[config.mk]
export PLATFORM = sky130hd
export DESIGN_NAME = dac_send
export DESIGN_NICKNAME = d
export VERILOG_FILES = /design/src/rtl/dac_send.sv
export SDC_FILE = /design/constraint.sdc
export NUM_CORES = 1
export LEC_CHECK = 0
export ABC_AREA = 1
export BUFFER_PORTS_ARGS = -buffer_cell sky130_fd_sc_hd__buf_2
export CORE_ASPECT_RATIO = 0.7
export CORE_MARGIN = 2
export CORE_UTILIZATION = 60
export DETAILED_ROUTE_END_ITERATION = 8
export PLACE_DENSITY = 0.79
export SLEW_MARGIN = 20
export SYNTH_ARGS = -nofsm -noshare
export SYNTH_HDL_FRONTEND = slang
export SYNTH_SLANG_ARGS = --single-unit
[constraint.sdc]
create_clock -name clk -period 4 [get_ports clk]
set_input_delay 0.4 -clock clk [delete_from_list [all_inputs] [get_ports clk]]
set_output_delay 0.4 -clock clk [all_outputs]
set_load 0.01 [all_outputs]
[src/rtl/dac_send.sv]
// -----------------------------------------------------------------------------
// dac_send
// Plays a stream of mono samples to an I2S audio codec DAC. Samples are queued
// in a small FIFO. Each left-channel frame (daclrck falling edge) pops one word
// into a hold register. The word is then serialised MSB-first on both the left
// and right channels, with a one-bit I2S delay after each frame clock edge.
// The codec clocks are sampled in the clk domain through 2-flop synchronizers.
//
// Ports:
//   clk             - system clock, at least 4x the bit clock
//   reset           - asynchronous active-high reset
//   sample_data     - N-bit two's complement sample to queue
//   sample_valid    - sample_data is valid this cycle
//   sample_ready    - FIFO has room (combinational from fifo_level)
//   bclk            - codec bit clock (asynchronous)
//   daclrck         - codec frame clock, low = left, high = right (asynchronous)
//   dacdat          - serial data to codec, registered
//   fifo_level      - number of words currently stored
//   underflow       - one-cycle pulse when a left frame starts with empty FIFO
//   underflow_count - saturating count of underflow events
// -----------------------------------------------------------------------------
module dac_send #(
    parameter int N     = 16,
    parameter int DEPTH = 4
) (
    input  logic                   clk,
    input  logic                   reset,
    input  logic [N-1:0]           sample_data,
    input  logic                   sample_valid,
    output logic                   sample_ready,
    input  logic                   bclk,
    input  logic                   daclrck,
    output logic                   dacdat,
    output logic [$clog2(DEPTH):0] fifo_level,
    output logic                   underflow,
    output logic [7:0]             underflow_count
);

    localparam int AW = $clog2(DEPTH);
    localparam int LW = AW + 1;
    localparam int BW = $clog2(N + 1);

    localparam logic [LW-1:0] LEVEL_FULL = LW'(DEPTH);
    localparam logic [LW-1:0] LEVEL_ONE  = LW'(1);
    localparam logic [AW-1:0] PTR_ONE    = AW'(1);
    localparam logic [BW-1:0] BITS_WORD  = BW'(N);
    localparam logic [BW-1:0] BITS_ONE   = BW'(1);

    // Synchronizer chains: meta -> sync, plus a history flop for edge detection
    logic bclk_meta_r, bclk_sync_r, bclk_hist_r;
    logic lrc_meta_r,  lrc_sync_r,  lrc_hist_r;

    // FIFO storage and pointers (pointers wrap naturally, DEPTH is a power of two)
    logic [N-1:0]  mem_r [DEPTH];
    logic [AW-1:0] wr_ptr_r;
    logic [AW-1:0] rd_ptr_r;

    // Serialiser state
    logic          armed_r;
    logic [N-1:0]  hold_r;
    logic [N-1:0]  shifter_r;
    logic [BW-1:0] bits_left_r;

    logic bclk_fall_s;
    logic lrc_fall_s;
    logic lrc_rise_s;
    logic fifo_empty_s;
    logic push_s;
    logic pop_s;
    logic starve_s;
    logic [N-1:0] next_word_s;

    assign bclk_fall_s  = bclk_hist_r & ~bclk_sync_r;
    assign lrc_fall_s   = lrc_hist_r  & ~lrc_sync_r;
    assign lrc_rise_s   = ~lrc_hist_r & lrc_sync_r;

    assign fifo_empty_s = (fifo_level == '0);
    assign sample_ready = (fifo_level < LEVEL_FULL);
    assign push_s       = sample_valid & sample_ready;
    // Every left-frame start consumes a word, even before arming: the first
    // falling edge is the one that arms the serialiser.
    assign pop_s        = lrc_fall_s & ~fifo_empty_s;
    assign starve_s     = lrc_fall_s & fifo_empty_s;
    assign next_word_s  = fifo_empty_s ? '0 : mem_r[rd_ptr_r];

    // Synchronize bclk and daclrck through identical chains so coincident pin
    // edges are seen in the same clk cycle.
    always_ff @(posedge clk or posedge reset) begin
        if (reset) begin
            bclk_meta_r <= 1'b0;
            bclk_sync_r <= 1'b0;
            bclk_hist_r <= 1'b0;
            lrc_meta_r  <= 1'b0;
            lrc_sync_r  <= 1'b0;
            lrc_hist_r  <= 1'b0;
        end else begin
            bclk_meta_r <= bclk;
            bclk_sync_r <= bclk_meta_r;
            bclk_hist_r <= bclk_sync_r;
            lrc_meta_r  <= daclrck;
            lrc_sync_r  <= lrc_meta_r;
            lrc_hist_r  <= lrc_sync_r;
        end
    end

    // FIFO write side, read pointer and occupancy
    always_ff @(posedge clk or posedge reset) begin
        if (reset) begin
            for (int i = 0; i < DEPTH; i++) begin
                mem_r[i] <= '0;
            end
            wr_ptr_r   <= '0;
            rd_ptr_r   <= '0;
            fifo_level <= '0;
        end else begin
            if (push_s) begin
                mem_r[wr_ptr_r] <= sample_data;
                wr_ptr_r        <= wr_ptr_r + PTR_ONE;
            end
            if (pop_s) begin
                rd_ptr_r <= rd_ptr_r + PTR_ONE;
            end
            case ({push_s, pop_s})
                2'b10:   fifo_level <= fifo_level + LEVEL_ONE;
                2'b01:   fifo_level <= fifo_level - LEVEL_ONE;
                default: fifo_level <= fifo_level;
            endcase
        end
    end

    // Underflow pulse and saturating event counter
    always_ff @(posedge clk or posedge reset) begin
        if (reset) begin
            underflow       <= 1'b0;
            underflow_count <= 8'd0;
        end else begin
            underflow <= starve_s;
            if (starve_s && (underflow_count != 8'hFF)) begin
                underflow_count <= underflow_count + 8'd1;
            end
        end
    end

    // Serialiser: frame edges reload the shifter (and take priority over a
    // coincident bit-clock edge); later bclk falls shift out MSB first.
    always_ff @(posedge clk or posedge reset) begin
        if (reset) begin
            armed_r     <= 1'b0;
            hold_r      <= '0;
            shifter_r   <= '0;
            bits_left_r <= '0;
            dacdat      <= 1'b0;
        end else begin
            if (lrc_fall_s) begin
                armed_r     <= 1'b1;
                hold_r      <= next_word_s;
                shifter_r   <= next_word_s;
                bits_left_r <= BITS_WORD;
                dacdat      <= 1'b0;
            end else if (lrc_rise_s && armed_r) begin
                // Right channel repeats the left sample
                shifter_r   <= hold_r;
                bits_left_r <= BITS_WORD;
                dacdat      <= 1'b0;
            end else if (bclk_fall_s && armed_r) begin
                if (bits_left_r != '0) begin
                    dacdat      <= shifter_r[N-1];
                    shifter_r   <= {shifter_r[N-2:0], 1'b0};
                    bits_left_r <= bits_left_r - BITS_ONE;
                end else begin
                    dacdat <= 1'b0;
                end
            end
        end
    end

endmodule
Word-level counts from Yosys, hierarchy flattened
Cells that the tools add are included. Widths: inputs -> output; s select.

Bits in registers: 125. Input bits: 21. Logic and storage cells: 75.

$add $sub $neg: 6. $lt $le $gt $ge: 4. Equality and inequality tests: 3. Mux-type cells: 20. Bitwise operators: 12. Reductions and logical operators: 10.

Operators with widths (number): $mux 16 (8); $bwmux 64 (1); $bmux 16 s2 (1); $demux 16 s2 (1); $mux 5 (4); $add 8x1->8 const B (1); $ne 8x8->1 const B (1); $and 1x1->1 (6); $ge 3x3->1 const B (2); $not 2->3 (2); $pmux 3 s2 (1); $reduce_bool 3->1 (2); $reduce_bool 5->1 (1); $sub 5x1->5 const B (1); $add 2x1->2 const B (2); $logic_and 1x1->1 (4); $mux 1 (4); $not 1->1 (4); $add 3x1->3 const B (1); $logic_not 3->1 (1); $lt 3x1->1 const B (1); $lt 3x3->1 const B (1); $sub 3x1->3 const B (1); $eq 2x1->1 const B (1); other kinds (3) (3).

Logic depth before layout (Yosys ltp)
Gate-level depths: netlist (run 1).

Depth in word-level cells: 6. Gate-level depth with buffers: 12.

Least setup slack after synthesis (run 1)
No wires, ideal clock.

Path type: register to register. Start point: register fifo_level[0]. End point: register fifo_level[2]. Arrival: 1863 ps. Path slack: 2006 ps. Cell stages (with the launch flop): 12. Buffers on the path: 1. Cell sequence: dfrtp_1 -> inv_1 -> nand3_1 -> nand2_1 -> inv_2 -> buf_4 -> ha_1 -> inv_1 -> fa_1 -> a21oi_1 -> o21ai_0 -> xor2_1.

Cells in the longest elaborated chain, start to end: 5.

Ends and longest elaborated chain: start: declaration (line 34) `output logic [$clog2(DEPTH):0] fifo_level,`; start signal: assignment (line 124) `2'b10: fifo_level <= fifo_level + LEVEL_ONE;`; start signal: assignment (line 125) `2'b01: fifo_level <= fifo_level - LEVEL_ONE;`; start signal: assignment (line 126) `default: fifo_level <= fifo_level;`; $logic_not 3->1 (*) (line 77) `assign fifo_empty_s = (fifo_level == '0);`; $not 1->1 (*) (line 82) `assign pop_s = lrc_fall_s & ~fifo_empty_s;`; $and 1x1->1 (*) (line 82); via pop_s (line 69) `logic pop_s;`; $eq 2x1->1 or $eq 2x2->1 (tied branches) (line 123) `case ({push_s, pop_s})`; $pmux 3 s2 or $reduce_bool 2->1 (tied branches).

The timed path passes the listed nets; every way through them passes the cells marked *. A chain may end at the register's enable or synchronous reset.

Worst setup path in the final report (run 1)
Start point: register lrc_sync_r. End point: register fifo_level[2].

Cells in the longest elaborated chain, start to end: 5.

Ends and longest elaborated chain: start: declaration (line 51) `logic lrc_meta_r, lrc_sync_r, lrc_hist_r;`; start signal: assignment (line 101) `lrc_sync_r <= lrc_meta_r;`; $not 1->1 (*) (line 74) `assign lrc_fall_s = lrc_hist_r & ~lrc_sync_r;`; $and 1x1->1 (*) (line 74); $and 1x1->1 (*) (line 82); $eq 2x1->1 or $eq 2x2->1 (tied branches) (line 123); $pmux 3 s2 or $reduce_bool 2->1 (tied branches).

Every way passes the cells marked *; elsewhere a longest branch is shown, timed or not.

==> results of run 1 <==
==> worst max-delay path, stage by stage, from the launching register on <==
cell     delay, ps
dfrtp_1        420
inv_2           70
nand2_2        250
inv_1          200
nand2_1         90
inv_2          260
ha_1           210
inv_1           60
fa_1           380
a21oi_1        150
o21ai_0        110
xor2_1         150
==> where the power goes <==
part	leakage (nW)	switching [mW]	total, mW	internal (mW)
Sequential	1.57	0.304	2.07	1.76
Clock	0.262	0.524	1.39	0.863
Combinational	1.96	1.03	1.61	0.574
Total	3.80	1.86	5.06	3.20
==> how the worst max path moves through the flow <==
stage / end / startpoint / cells past startpoint / slack (ps)
floorplan: armed_r / reset / 1 / 270
global placement: fifo_level[2] / lrc_sync_r / 11 / 1630
detailed placement: fifo_level[2] / lrc_sync_r / 11 / 1560
CTS: fifo_level[2] / lrc_sync_r / 11 / 1510
global route: fifo_level[2] / lrc_sync_r / 11 / 1360
finish: fifo_level[2] / lrc_sync_r / 11 / 1510
==> through the flow <==
step | power (mW) | setup WS, ps | hold slack [ps] | cell area [um2] | std cells
floorplan | 3.28 | 272 | 331 | 5990 | 780
global placement | 3.56 | 1630 | 331 | 6160 | 912
detailed placement | 3.66 | 1560 | 336 | 6160 | 912
CTS | 5.08 | 1510 | 84.8 | 6690 | 944
global route | 5.47 | 1360 | 81.7 | 6690 | 944
finish | 5.06 | 1510 | 94.0 | 6690 | 944
==> cell type report <==
type / count / area [um2]
Clock inverter: 8 / 67.6
Inverter: 120 / 453
Tap cell: 128 / 160
Clock buffer: 24 / 462
Multi-Input combinational cell: 502 / 2210
Sequential cell: 125 / 3130
Fill cell: 764 / 3040
Timing Repair Buffer: 37 / 205
==> flip-flops by register name, indices dropped and copies added, names as in the netlist, 2 cells and up <==
name	count
mem_r	64
hold_r	16
shifter_r	16
underflow_count	8
bits_left_r	5
fifo_level	3
rd_ptr_r	2
wr_ptr_r	2
==> logic make-up (layout without fill, tap and decap cells) <==
| logic type | after synthesis | after routing | share of synthesized area [%] |
|---|---|---|---|
| adder cells (fa/ha/maj) | 8 | 8 | 1.80 |
| XOR/XNOR | 7 | 7 | 1.02 |
| AO/OA/AOI/OAI | 78 | 78 | 6.54 |
| buffers and inverters | 153 | 189 | 10.9 |
| AND/OR/NAND/NOR | 409 | 409 | 27.5 |
| flip-flops | 125 | 125 | 52.2 |
==> layout by cell type (no fill, tap or decap), drive strengths merged <==
cell	count
nand2	331
dfrtp	125
inv	120
o21ai	75
nand3	55
buf	37
clkbuf	24
nor2	15
ha	7
clkinv	6
xor2	5
nand4	3
a21oi	2
nor3	2
xnor2	2
nor3b	1
or2	1
nand3b	1
o22ai	1
fa	1
bufinv	1
clkinvlp	1
==> per-layer routing <==
layer  wire length, um  part of all wire (%)
met5                 0                     0
met4               158                   1.2
met3               585                   4.6
met2              6050                    47
met1              5980                    47
==> results.json, run 1 <==
{
  "drive_gt1_share_pct": 9.68,
  "max_slew.worst_pin.slew_ps": 1060,
  "path_max_fanout": 20,
  "synthTopCellsByCount": "nand2_1, dfrtp_1, inv_1",
  "p_leak_nw": 3.80,
  "max_freq_mhz": 402,
  "min_path_cells": 1,
  "ctsHoldBuffers": 0,
  "synth-seq-cells": 125,
  "core_area_um2": 9720,
  "fin_nets": 832,
  "slew_headroom_pct": 29.3,
  "ir_drop_v": 0.000458,
  "initial_core_util_pct": 61.6,
  "synth_edf_count": 0,
  "cts_num_sinks": 125,
  "slew_viol_final": 0,
  "cp-start-kind": "register",
  "antennaDiodeCount": 0,
  "maxCapViolations": 0,
  "clock_skew_ps": 5.41,
  "reg2reg_from": "lrc_sync_r",
  "r2r_slack_ps": 1510,
  "status": "finished clean",
  "io_buffers": 34,
  "die_area_um2": 10800,
  "hold_start": "bclk",
  "cts_setup_buffers": 0,
  "ys_warn_count": 0,
  "cts_repair_resize_count": 0,
  "num_vias": 4860,
  "avgRoutedWirePerCell_um": 13.5,
  "final_util_pct": 68.8,
  "fp.dieW_um": 123,
  "min_period_ps": 2490,
  "cp-end-kind": "register",
  "overflow": 0,
  "clk_pin_slew_worst_paths_ps": 50,
  "min_to": "bclk_meta_r",
  "syn_inst": 780,
  "rows": 30,
  "io_pins": 35,
  "synthArstFlopShare_pct": 100,
  "finalHoldViolCount": 0,
  "synth_cell_type_count": 27,
  "drc_errors": 0,
  "cts_buffers": 17,
  "finalSetupViolCount": 0,
  "gp_congestion": 0.772,
  "top_usage_layer": "met2",
  "grt_antenna_before_repair": 0,
  "cp_data_required_time_ps": 4280,
  "setup_tns_ps": 0,
  "power_density_nw_per_um2": 757,
  "cts-root-buf": "clkbuf_16",
  "cts_tree": "built",
  "syn-num-nets": 809,
  "syn_area_per_cell_um2": 7.68,
  "clock_path_buffers": 2,
  "fp.dieH_um": 87.6,
  "first_iter_violations": 421,
  "hpwlAfterDp_mm": 7.88,
  "seq_area_frac_synth_pct": 52.2,
  "rsz0062_at_grt": "no",
  "area_growth_pct": 11.6,
  "synthTopCellsByArea": "dfrtp_1, nand2_1, inv_1",
  "met3_usage_pct": 5.60,
  "track_usage_pct": 26.4,
  "criticalPathCategory": "reg -> reg",
  "yosysMostFrequentCell": "nand2_1",
  "dominantRegCellSynth": "dfrtp_1",
  "cp.arrival_ps": 2770,
  "use_met1_pct": 36.4,
  "dr.pass1.iters": 5,
  "fin_crit_sh_pct": 62.2,
  "grt_pass1_vias": 4568,
  "grt_use_met2_pct": 42.5,
  "r2r_cells": 11,
  "grt_pass1_wl_mm": 21.9,
  "insertion_delay_ps": 410,
  "hold_class": "in -> reg",
  "h-tree-depth": 4,
  "vias_per_cell": 5.15,
  "synth_top_area_cell": "dfrtp_1",
  "syn_area_um2": 5990,
  "reg2reg_to": "fifo_level[2]",
  "drtAntennaViolNets": 0,
  "grt_max_degree": 68,
  "postRouteWirelength_mm": 12.8,
  "netlist.area_leader.share_pct": 52.2
}
Note: power is estimated with default switching activity, not from simulation.
==> run 2: changes to the inputs <==
- ABC_AREA: 1 -> 0
- CORE_UTILIZATION: 60 -> 54
- PLACE_DENSITY: 0.79 -> 0.75
- clock period: 4 -> 2.2 ns (I/O delays scaled with it)
==> results.json, run 2 <==
{
  "cts_repair_resize_count": 0,
  "clk_pin_slew_worst_paths_ps": 60,
  "synth_cell_type_count": 43,
  "p_leak_nw": 2.98,
  "rsz0062_at_grt": "no",
  "ctsHoldBuffers": 3,
  "grt_max_degree": 113,
  "setup_tns_ps": 0,
  "synth.area.mux_share_pct": 19.6,
  "min_to": "mem_r[7]",
  "initial_core_util_pct": 56.4,
  "cp-end-kind": "register",
  "min_period_ps": 2050,
  "vias_per_cell": 5.88,
  "reg2reg_to": "shifter_r[13]",
  "track_usage_pct": 22.8,
  "cts_tree": "built",
  "cts_setup_buffers": 0,
  "top_regs": "mem_r x64, hold_r x16, shifter_r x16",
  "path_max_fanout": 12,
  "syn_area_per_cell_um2": 13.0,
  "io_pins": 35,
  "finalSetupViolCount": 0,
  "postRouteWirelength_mm": 11.7,
  "rows": 30,
  "seq_area_frac_synth_pct": 56.2,
  "synthArstFlopShare_pct": 100,
  "cp-start-kind": "register",
  "die_area_um2": 11100,
  "insertion_delay_ps": 410,
  "cts-root-buf": "clkbuf_16",
  "fin_nets": 504,
  "first_iter_violations": 280,
  "overflow": 0,
  "hold_class": "in -> reg",
  "synthXorXnorAreaFrac_pct": 2.52,
  "dominantRegCellSynth": "dfrtp_1",
  "r2r_slack_ps": 150,
  "synth_top_area_cell": "dfrtp_1",
  "avgRoutedWirePerCell_um": 19.0,
  "clock_skew_ps": 16.6,
  "seq_area_um2": 3130,
  "drtAntennaViolNets": 0,
  "cts_num_sinks": 125,
  "h-tree-depth": 4,
  "synth_edf_count": 0,
  "hpwlAfterDp_mm": 7.09,
  "grt_antenna_before_repair": 0,
  "cp.arrival_ps": 2360,
  "max_slew.worst_pin.slew_ps": 1050,
  "netlist.area_leader.share_pct": 56.2,
  "synth-seq-cells": 125,
  "reg2reg_from": "lrc_sync_r",
  "syn-num-nets": 458,
  "maxCapViolations": 0,
  "p_seq_share_pct": 40.7,
  "intPower_mw": 6.73,
  "synthAdderAreaFrac_pct": 1.93,
  "hold_start": "sample_data[7]",
  "core_area_um2": 9870,
  "dr.pass1.iters": 5,
  "fillers": 699,
  "slew_viol_final": 0,
  "p_switching_mw": 2.81,
  "finalHoldViolCount": 0,
  "cp_data_required_time_ps": 2510,
  "clock_path_buffers": 2,
  "grt_pass1_wl_mm": 19.4,
  "criticalPathCategory": "reg -> reg",
  "cts_buffers": 17,
  "synth_top_family_by_area": "multiplexers",
  "yosysMostFrequentCell": "dfrtp_1",
  "max_freq_mhz": 489,
  "clkPwrFrac_pct": 30.6,
  "status": "finished clean",
  "ir_drop_v": 0.000763,
  "num_vias": 3624,
  "slew_headroom_pct": 30.2,
  "largest_reg_flops": 64,
  "p_comb_share_pct": 28.7,
  "io_buffers": 34,
  "power_density_nw_per_um2": 1450,
  "ys_warn_count": 0,
  "area_growth_pct": 17.8,
  "final_common_cell": "dfrtp_1",
  "antennaDiodeCount": 0,
  "fp.dieW_um": 125,
  "synthTopCellsByCount": "dfrtp_1, mux2_2, nand2_1",
  "synth-simple-area-share_pct": 9.04,
  "syn_area_um2": 5570,
  "drive_gt1_share_pct": 35.5,
  "drc_errors": 0,
  "synth_compound_area_share_pct": 7.48,
  "top_register": "mem_r",
  "p_sw_share_pct": 29.5,
  "syn_inst": 429,
  "multiInputGateArea_um2": 2260,
  "final_cell_mix": "dfrtp_1, mux2_2, nand2_1",
  "final_util_pct": 66.5,
  "gp_congestion": 0.773,
  "r2r_cells": 5,
  "synthTopCellsByArea": "dfrtp_1, mux2_2, mux4_2",
  "fin_crit_sh_pct": 93.0,
  "fp.dieH_um": 88.9,
  "min_path_cells": 2,
  "grt_pass1_vias": 3748
}
## run 2: changes by cell type after synthesis, moves of 6 or more
| cell | change |
|---|---|
| inv_1 | -99 |
| a31oi_1 | +16 |
| buf_2 | -6 |
| inv_2 | -8 |
| mux4_2 | +16 |
| nand3_1 | -52 |
| a32o_1 | +12 |
| xnor2_1 | +8 |
| a21oi_1 | +11 |
| o21ai_0 | -68 |
| nor2_1 | +12 |
| mux2_2 | +65 |
| nand2_1 | -272 |
## run 2: per-layer routing
layer	track usage, %	wire length, um	up-vias
met2	37.3	5580	113
li1	-	-	1635
met3	5.75	663	17
met1	30.4	5290	1859
met5	0	0	-
met4	8.38	157	0
## run 2: layout make-up
class / instances / area share, %
multi-input cells: 269 / 34.5
well taps: 128 / 2.44
repair buffers: 49 / 5.00
clock inverters: 10 / 2.04
flip-flops and latches: 125 / 47.7
clock buffers: 22 / 7.53
inverters: 13 / 0.801
## run 2: logic make-up after synthesis
| kind of cell | count (synthesis) |
|---|---|
| AOI/OAI and AO/OA | 56 |
| xor gates and xnor gates | 16 |
| adders and majority gates | 8 |
| buffers and inverters | 35 |
| DFF | 125 |
| muxes | 81 |
| and+or+nand+nor | 108 |
## run 2: how the worst max path moves through the flow
stage,from,to,slack [ps]
global route,lrc_sync_r,shifter_r[13],50
finish,lrc_sync_r,shifter_r[13],150
CTS,lrc_sync_r,shifter_r[1],100
global placement,lrc_sync_r,shifter_r[3],280
floorplan,lrc_sync_r,fifo_level[2],70
detailed placement,lrc_sync_r,shifter_r[1],220
## run 2: critical path: stages, from the launching register on
cell	delay [ps]
dfrtp_1	350
buf_4	160
nor2b_1	830
a32o_1	300
a21oi_1	60
a31oi_1	240
## run 2: per-stage QoR
stage	cell area (um2)	setup WS, ps	total power [mW]	cells	hold slack [ps]
finish	6560	154	9.54	616	77.6
global route	6560	48.5	10.0	616	81.3
CTS	6560	102	9.59	616	68.2
detailed placement	5900	216	6.59	581	210
global placement	5900	281	6.39	581	200
floorplan	5570	68.4	5.85	429	251
## run 2: power by group through the flow
stage	Clock, mW	Sequential [mW]	Combinational [mW]
after floorplan	0	3.71	2.14
after global placement	0	3.81	2.58
after detailed placement	0	3.88	2.71
after CTS	2.95	3.87	2.76
after global routing	3.06	3.99	2.99
final	2.91	3.88	2.74
==> run 3: changes to the inputs <==
- REMOVE_ABC_BUFFERS: unset -> 1
==> results.json, run 3 (synthesis gave the netlist of run 2 again) <==
{
  "hpwlAfterDp_mm": 7.05,
  "ir_drop_v": 0.000832,
  "fillers": 722,
  "vias_per_cell": 5.72,
  "top_register": "mem_r",
  "io_buffers": 34,
  "cp_data_required_time_ps": 2520,
  "post-place-cells": 584,
  "placed_cell_area_um2": 5910,
  "final_common_cell": "dfrtp_1",
  "cp-start-kind": "register",
  "status": "finished clean",
  "rsz0062_at_grt": "no",
  "dr.pass1.iters": 4,
  "stdcell_count": 619,
  "io_pins": 35,
  "fin_crit_sh_pct": 87.8,
  "largest_reg_flops": 64,
  "fp.dieH_um": 88.9,
  "max_freq_mhz": 518,
  "clk_pin_slew_worst_paths_ps": 50,
  "fp.dieW_um": 125,
  "clock_path_buffers": 2,
  "h-tree-depth": 4,
  "cts_buffers": 17,
  "slew_headroom_pct": 32.4,
  "slew_viol_final": 0,
  "final_cell_mix": "dfrtp_1, mux2_2, nand2_1",
  "num_vias": 3543,
  "grt_max_degree": 56,
  "cp_cell_sequence": "buf_4, nor2b_1, a32o_1, a21oi_1, a31oi_1",
  "rows": 30,
  "area_growth_pct": 17.7,
  "die_area_um2": 11100,
  "top_regs": "mem_r x64, hold_r x16, shifter_r x16",
  "cts_setup_buffers": 0,
  "grt_antenna_before_repair": 0,
  "crit_path_end": "shifter_r[4]",
  "overflow": 0,
  "clock_skew_ps": 10.4,
  "track_usage_pct": 21.9,
  "p_leak_nw": 2.99,
  "fin_nets": 507,
  "power_density_nw_per_um2": 1430,
  "r2r_cells": 5,
  "crit_slowest_cell": "nor2b_1",
  "core_area_um2": 9870,
  "hold_class": "in -> reg",
  "r2r_slack_ps": 270,
  "hold_start": "sample_data[7]",
  "stdcell_area_um2": 6550,
  "final_util_pct": 66.4,
  "cp.arrival_ps": 2250,
  "min_period_ps": 1930,
  "finalSetupViolCount": 0,
  "multiInputGateArea_um2": 2260,
  "antennaDiodeCount": 0,
  "hold_slack_ps": 88.3,
  "cts_num_sinks": 125,
  "drc_errors": 0,
  "insertion_delay_ps": 410,
  "crit_path_max_incr_delay_ps": 810,
  "power.total_mw": 9.39,
  "reg2reg_to": "shifter_r[4]",
  "cts_repair_resize_count": 0,
  "cts-root-buf": "clkbuf_16",
  "grt_pass1_vias": 3607,
  "criticalPathCategory": "reg -> reg",
  "postRouteWirelength_mm": 11.0,
  "grt_pass1_wl_mm": 18.5,
  "max_slew.worst_pin.slew_ps": 1010,
  "path_max_fanout": 12,
  "crit_path_start": "lrc_sync_r",
  "seq_area_um2": 3130,
  "gp_congestion": 0.781,
  "initial_core_util_pct": 56.4,
  "drive_gt1_share_pct": 34.8,
  "finalHoldViolCount": 0,
  "cts_tree": "built",
  "maxCapViolations": 0,
  "avgRoutedWirePerCell_um": 17.8,
  "drtAntennaViolNets": 0,
  "cp-end-kind": "register",
  "reg2reg_from": "lrc_sync_r",
  "first_iter_violations": 222
}
## run 3: layout make-up
type                            instances  share of cell area (%)
Multi-Input combinational cell        269                    34.5
Clock buffer                           26                    7.77
Inverter                               13                   0.783
Clock inverter                          6                    1.60
Timing Repair Buffer                   52                    5.16
Tap cell                              128                    2.44
Sequential cell                       125                    47.7
## run 3: stage by stage
stage	setup TNS (ps)	setup slack, ps
final	0	269
after floorplan	-168540	-1350
after global routing	0	159
after global placement	0	444
after detailed placement	0	354
after CTS	0	318
## run 3: how the worst min path moves through the flow
stage / to / slack [ps] / depth (start not counted)
6_report: mem_r[23] / 90 / 2
5_1_grt: mem_r[1] / 80 / 2
4_1_cts: mem_r[23] / 80 / 2
3_5_place_dp: bits_left_r[3] / 260 / 2
3_3_place_gp: bits_left_r[3] / 250 / 2
2_1_floorplan: bclk_meta_r / 250 / 0
## run 3: critical path: cells and delay by family, from the launching register on
kind | cells | cell delay [ps]
AND/OR/NAND/NOR | 1 | 810
AO/OA/AOI/OAI | 3 | 520
flip-flops | 1 | 350
buffers and inverters | 1 | 160
## run 3: power by group
| group | total (mW) | switching, mW | internal (mW) |
|---|---|---|---|
| Sequential | 3.86 | 0.591 | 3.27 |
| Combinational | 2.65 | 1.14 | 1.51 |
| Clock | 2.88 | 0.954 | 1.93 |
| Total | 9.39 | 2.69 | 6.70 |
## run 3: metal layers
layer / GRT usage, % / share of wire [%]
met5: 0 / 0
met4: 8.48 / 1.3
met3: 5.92 / 4.5
met1: 29.3 / 46
met2: 35.3 / 48
## run 3: repair_timing
action / 4_1_cts / 5_1_grt
endpoints found under the hold margin: 33 / 0
hold buffers: 3 / 0
setup endpoints to repair: 0 / 0
